[config.mk]
export PLATFORM = sky130hd
export DESIGN_NAME = bit_unstuffer
export DESIGN_NICKNAME = d
export VERILOG_FILES = /design/src/rtl/bit_unstuffer.sv
export SDC_FILE = /design/constraint.sdc
export NUM_CORES = 1
export LEC_CHECK = 0
export BUFFER_PORTS_ARGS = -buffer_cell sky130_fd_sc_hd__clkbuf_2
export CAP_MARGIN = 5
export CORE_ASPECT_RATIO = 0.5
export CORE_MARGIN = 3
export CORE_UTILIZATION = 45
export CTS_CLUSTER_SIZE = 30
export DETAILED_ROUTE_END_ITERATION = 8
export GPL_TIMING_DRIVEN = 0
export HOLD_SLACK_MARGIN = 0.12
export PLACE_DENSITY = 0.69
export SYNTH_ARGS = -nofsm -noshare
export SYNTH_HDL_FRONTEND = slang
export SYNTH_SLANG_ARGS = --single-unit
[constraint.sdc]
create_clock -name clk -period 2.7 [get_ports clk]
set_clock_uncertainty 0.05 [all_clocks]
set_input_delay 0.405 -clock clk [delete_from_list [all_inputs] [get_ports clk]]
set_output_delay 0.405 -clock clk [all_outputs]
set_load 0.02 [all_outputs]
[src/rtl/bit_unstuffer.sv]
// bit_unstuffer: drops the stuffed 0 that follows MAX_ONES consecutive 1s,
// flags a stuff violation when that bit is a 1 instead, and packs the kept
// bits LSB-first into bytes for the downstream packet decoder and CRC checker.
module bit_unstuffer #(
  parameter int MAX_ONES = 6
) (
  input  logic       clk,
  input  logic       rst_b,
  input  logic       bstr_in,
  input  logic       bstr_in_ready,
  input  logic       pkt_end,
  output logic       bstr_out,
  output logic       bstr_out_ready,
  output logic [7:0] byte_out,
  output logic       byte_valid,
  output logic       stuff_err,
  output logic       align_err,
  output logic       pkt_done
);

  localparam logic [2:0] MAX_C = 3'(MAX_ONES);

  typedef enum logic [1:0] {IDLE, ACTIVE, ERROR} state_e;

  state_e     state_q, state_d;
  logic [2:0] ones_q, ones_d;
  logic [2:0] idx_q, idx_d;
  logic [7:0] shreg_q, shreg_d;
  logic [7:0] byte_q, byte_d;
  logic       bout_q, bout_d;
  logic       brdy_q, brdy_d;
  logic       bvld_q, bvld_d;
  logic       serr_q, serr_d;
  logic       aerr_q, aerr_d;
  logic       pdone_q, pdone_d;

  // Next-state and registered-output logic; pkt_end wins over an input bit.
  always_comb begin
    state_d = state_q;
    ones_d  = ones_q;
    idx_d   = idx_q;
    shreg_d = shreg_q;
    byte_d  = byte_q;
    bout_d  = bout_q;
    serr_d  = serr_q;
    brdy_d  = 1'b0;
    bvld_d  = 1'b0;
    aerr_d  = 1'b0;
    pdone_d = 1'b0;
    if (pkt_end) begin
      pdone_d = 1'b1;
      aerr_d  = (state_q == ACTIVE) && (idx_q != 3'd0);
      ones_d  = 3'd0;
      idx_d   = 3'd0;
      shreg_d = 8'h00;
      serr_d  = 1'b0;
      state_d = IDLE;
    end else if (bstr_in_ready && state_q != ERROR) begin
      if (ones_q == MAX_C) begin
        // Stuffed position: the bit is never forwarded either way.
        ones_d = 3'd0;
        if (bstr_in) begin
          serr_d  = 1'b1;
          state_d = ERROR;
        end else begin
          state_d = ACTIVE;
        end
      end else begin
        state_d = ACTIVE;
        bout_d  = bstr_in;
        brdy_d  = 1'b1;
        shreg_d = {bstr_in, shreg_q[7:1]};
        ones_d  = bstr_in ? 3'(ones_q + 3'd1) : 3'd0;
        idx_d   = 3'(idx_q + 3'd1);
        if (idx_q == 3'd7) begin
          byte_d = {bstr_in, shreg_q[7:1]};
          bvld_d = 1'b1;
        end
      end
    end
  end

  // State and output registers, cleared asynchronously.
  always_ff @(posedge clk or negedge rst_b) begin
    if (!rst_b) begin
      state_q <= IDLE;
      ones_q  <= 3'd0;
      idx_q   <= 3'd0;
      shreg_q <= 8'h00;
      byte_q  <= 8'h00;
      bout_q  <= 1'b0;
      brdy_q  <= 1'b0;
      bvld_q  <= 1'b0;
      serr_q  <= 1'b0;
      aerr_q  <= 1'b0;
      pdone_q <= 1'b0;
    end else begin
      state_q <= state_d;
      ones_q  <= ones_d;
      idx_q   <= idx_d;
      shreg_q <= shreg_d;
      byte_q  <= byte_d;
      bout_q  <= bout_d;
      brdy_q  <= brdy_d;
      bvld_q  <= bvld_d;
      serr_q  <= serr_d;
      aerr_q  <= aerr_d;
      pdone_q <= pdone_d;
    end
  end

  assign bstr_out       = bout_q;
  assign bstr_out_ready = brdy_q;
  assign byte_out       = byte_q;
  assign byte_valid     = bvld_q;
  assign stuff_err      = serr_q;
  assign align_err      = aerr_q;
  assign pkt_done       = pdone_q;

endmodule

Word-level counts from Yosys, hierarchy flattened
Cells that the tools add are included.
{"block": "classes", "add_sub_neg": 2, "n_eq_ne": 5, "muxes": 27, "n_bitwise": 2, "reduce_logical": 10}
{"cell": "8-bit two-way mux", "count": 3}
{"cell": "3-bit two-way mux", "count": 7}
{"cell": "1-bit two-way mux", "count": 13}
{"cell": "2-bit two-way mux", "count": 4}
{"cell": "3-bit by 1-bit adder with 3-bit output, second input constant", "count": 2}
{"cell": "3-bit == test, second input constant", "count": 2}
{"cell": "3-bit AND reduction", "count": 2}
{"cell": "2-bit nonzero test", "count": 3}
{"cell": "2-bit inequality test, second input constant", "count": 2}
{"cell": "4-bit AND reduction", "count": 1}
{"cell": "3-bit nonzero test", "count": 1}
{"cell": "2-bit by 1-bit == test with 1-bit output, second input constant", "count": 1}
{"cell": "1-bit logical AND", "count": 2}
{"cell": "1-bit NOT", "count": 2}
{"cell": "2-bit AND reduction", "count": 1}
{"block": "totals", "ff_bits": 30, "input_bits": 5, "out_inout_bits": 14, "wordCells": 57}

Depth between registers and ports, before layout
{"block": "depth", "word_depth": 5, "mapped_depth": 6}

Worst setup path before layout
Ideal clock, no wire load.
{"block": "synth_timing", "path_kind": "reg2reg", "from": "register idx_q[0]", "to": "register byte_q[0], in the netlist byte_out[0]", "setup_ps": 125, "t_arrival_ps": 1348, "required_ps": 2525, "setup_slack_ps": 1177, "stages_incl_launch_ff": 6, "cell_sequence": "dfrtp_1 ha_1 ha_1 nor2b_2 nand4_4 mux2_2"}
{"block": "synth_between", "elab_chain_len": 2}
{"item": "from (decl)", "line_no": "27", "rtl": "logic [2:0] idx_q, idx_d;"}
{"item": "from (signal assigned)", "line_no": "100", "rtl": "idx_q <= idx_d;"}
{"item": "3-bit == test", "line_no": "75", "rtl": "if (idx_q == 3'd7) begin"}
{"item": "4-bit AND reduction (no line)"}
{"item": "to (signal assigned)", "line_no": "102", "rtl": "byte_q <= byte_d;"}
{"item": "to (decl)", "line_no": "29", "rtl": "logic [7:0] byte_q, byte_d;"}
No other way between the ends.
A chain may end at the register's enable or synchronous reset.

Final worst setup path
{"block": "layout_timing", "from": "register ones_q[0]", "to": "register shreg_q[5]"}
{"block": "layout_between", "elab_chain_len": 3}
{"item": "from (decl)", "line_no": "26", "rtl": "logic [2:0] ones_q, ones_d;"}
{"item": "from (signal assigned)", "line_no": "99", "rtl": "ones_q <= ones_d;"}
{"item": "3-bit == test", "line_no": "59", "rtl": "if (ones_q == MAX_C) begin"}
{"item": "2-bit inequality test (no line)"}
{"item": "2-bit AND reduction (no line)"}
{"item": "to (signal assigned)", "line_no": "101", "rtl": "shreg_q <= shreg_d;"}
{"item": "to (decl)", "line_no": "28", "rtl": "logic [7:0] shreg_q, shreg_d;"}
No other way between the ends.

==> results.md <==
* # setup viols final at 0
* CTS buffer count at 5
* First-pass GRT wire length at roughly 3700 um
* Initial DRC count at between 40 and 50
* Util after Layout at about three fifths
* Clock sink total at 29
* Global route total overflow at 0
* DP HPWL at 1468 um
* Layout cell share with drive strength beyond 1 at between 30% and 40%
* Min Tclk post-route at around 1.6 ns
* Power per Cell Area at around 650 mW/mm^2
* Largest net degree at the start of global routing at 30
* Antenna viol nets, final at 0
* Slew HR at between 50% and 60%
* Clk buf depth at 2
* Final GP Congestion at 0.7565
* CTS tree: yes
* Seq cells post-synth at 29
* Clock share of power at between 40% and 50%
* P_int at about 0.00076 W
* Number of antenna violations at the first check in global routing at 0
* Slowest Stage Delay on Critical Path at ~0.48 ns
* Outcome: finished, final reports clean
* Sequential Power Share at 47.1%
* Cells along the critical path: inv_1, ha_1, nand2_1, a31oi_2, a22o_1
* Max-cap violations at 0
* H-Tree Depth at 2
* Gate power share at under 10%
* Req. time, crit path at about 2.9 ns
* Clk slew on worst S/H paths at roughly 0.060 ns
* Die Wd at between 80 and 90 um
* Final hold violations at 0
* Critical Path Slowest Stage Cell: a31oi_2
* Row count at 12
* Core Region at ~0.0024 mm^2
* Switch share at between 20% and 30%
* Post-CTS Setup Inserts at 0
* Vias after detailed routing at between 800 and 900
* Die Height at approximately 43 um
* Overall Global Routing Usage at between 10% and 20%
* Root Buffer: clkbuf_8
* Arrival time at the worst endpoint at 1.78 ns
* Post-Syn Area at about 0.0012 mm^2
* WS Path Type: flop to flop
* CP Max Fanout at 9
* ANT cells at 0
* Final period util at 60.12%
* PortBufs at 17
* Number of global-route vias before repair at between 700 and 800
* # resized after CTS at 0
* Worst VDD drop at ~0.00053 V
* TNS Setup at 0 ns
* Worst Max-Slew Pin Slew at slightly below 0.7 ns
* Post-CTS Hold Buffers at 0
* Final slew viol count at 0
* Starting density of the core at between 50% and 60%
* Area delta synth->final at 19.74%
* Die ar. at between 0.003 and 0.004 mm^2
* Hold/Removal Path Class: input pin to async pin
* DRC viols at 0
* Final WL at roughly 2100 um
* DR WL/cell at 13.74 um
* Fmax achieved at around 620 MHz
* Vias/cell at approximately 5.2
* Syn avg cell area at about 13 um^2
* Mapped Cells at 95
* DR pass1 iterations at 4
* Layout Nets at around 130
* Sequential share of the synthesized area at 58.41%
* Setup crit end kind: flop
* I/O pin total at 19
* Critical Path Source Type: flop
* Mapped Nets at approximately 110
* Clock Latency Late Sink at approximately 0.28 ns
* Synth warn at 0
* Synth unique cells at 26
* Switching pwr at approximately 0.00020 W
* Leak pwr at between 0.7 and 0.8 nW
* RSZ-0062 raised after global routing: no
* # fillers at 206
## sequential cells by signal (all words and copies together), names as in the netlist
signal,cells
ones_q,3
idx_q,3
bstr_out,1
byte_out,8
stuff_err,1
pkt_done,1
bstr_out_ready,1
state_q,2
align_err,1
byte_valid,1
shreg_q,7
## per-layer routing
metal | global-route usage (%) | vias up | routed length (um)
met2 | 21.88 | 18 | 941
met5 | 0 | - | 0
met3 | 6.356 | 4 | 117
met4 | 6.061 | 0 | 34
met1 | 18.24 | 396 | 1036
li1 | - | 394 | -
## power by group through the flow
stage                     clock, W  combinational, W  sequential, W
after floorplan                  0         0.0000286       0.000464
after global placement           0         0.0000557       0.000459
after detailed placement         0         0.0000566       0.000460
after CTS                 0.000462         0.0000568       0.000452
after global routing      0.000492         0.0000628       0.000453
final                     0.000452         0.0000557       0.000452
## per-stage QoR
| stage | instances | area (um^2) | setup WS, ns | hold WS (ns) | power (W) |
|---|---|---|---|---|---|
| floorplan | 95 | 1242 | 1.177 | 0.05941 | 0.0004925 |
| global placement | 147 | 1371 | 1.090 | 0.4366 | 0.0005150 |
| detailed placement | 147 | 1371 | 1.086 | 0.4352 | 0.0005167 |
| CTS | 155 | 1488 | 1.079 | 0.1441 | 0.0009710 |
| global route | 155 | 1488 | 0.9676 | 0.1668 | 0.001008 |
| finish | 155 | 1488 | 1.077 | 0.1088 | 0.0009604 |
## critical path: cells and delay by family, from the launching register on
kind                       cells  cell delay, ns
AOI/OAI and AO/OA              2            0.69
DFF                            1            0.41
adders and majority gates      1            0.20
and+or+nand+nor                1            0.14
buffers and inverters          1            0.07
## placed cells by master (no fill, tap or decap), types with 3 or more instances in the layout
master,instances
dfrtp_1,29
clkbuf_2,17
inv_1,10
a22o_1,9
mux2_2,8
clkbuf_8,6
ha_1,5
nand2_1,4
a21oi_1,4
nand4_1,3
## cell type report
| class | instances | area, um^2 | share of cell area, % |
|---|---|---|---|
| timing repair buffer | 17 | 85.08 | 5.719 |
| multi-input combinational | 52 | 446.7 | 30.03 |
| clock inverter | 1 | 30.03 | 2.018 |
| clock buffer | 7 | 86.33 | 5.803 |
| sequential | 29 | 725.7 | 48.78 |
| buffer | 4 | 32.53 | 2.187 |
| tap | 35 | 43.79 | 2.944 |
| inverter | 10 | 37.54 | 2.523 |
## cells in the mapped netlist (all sizes together)
cell type | count | area share (%)
a31oi | 1 | 1.0
o31ai | 1 | 0.60
a22o | 9 | 6.3
a21oi | 4 | 1.6
nand2b | 1 | 1.1
o211a | 1 | 0.81
nor2b | 3 | 1.7
o21ai | 2 | 0.81
nor2 | 1 | 0.30
inv | 10 | 3.0
and3 | 1 | 0.91
o32ai | 1 | 0.71
buf | 4 | 2.6
and2 | 1 | 0.50
dfrtp | 29 | 58
nor3 | 2 | 0.81
a32o | 1 | 0.81
ha | 5 | 5.0
nand4 | 4 | 3.2
o22ai | 1 | 0.50
mux2 | 8 | 7.3
nand2 | 4 | 1.2
o311ai | 1 | 0.71
## cell families (layout without fill, tap and decap cells)
kind of cell / count (synthesis) / in the layout / synth area share [%]
compound gates: 22 / 22 / 13.90
fa+ha+maj: 5 / 5 / 5.035
buf+inv: 14 / 39 / 5.640
flops: 29 / 29 / 58.41
mux: 8 / 8 / 7.251
simple gates: 17 / 17 / 9.768
## worst paths after layout
path                            start             end  slack, ns  cells after the start
setup / recovery            ones_q[0]      shreg_q[5]       1.08                      5
hold / removal                  rst_b  bstr_out_ready       0.11                      1
setup reg to reg            ones_q[0]      shreg_q[5]       1.08                      5
hold reg to reg            shreg_q[1]      shreg_q[1]       0.45                      1
max in group asynchronous       rst_b       ones_q[0]       2.05                      1
min in group clk              pkt_end        pkt_done       0.20                      1
No activity file was read; power rests on OpenSTA's default activity.
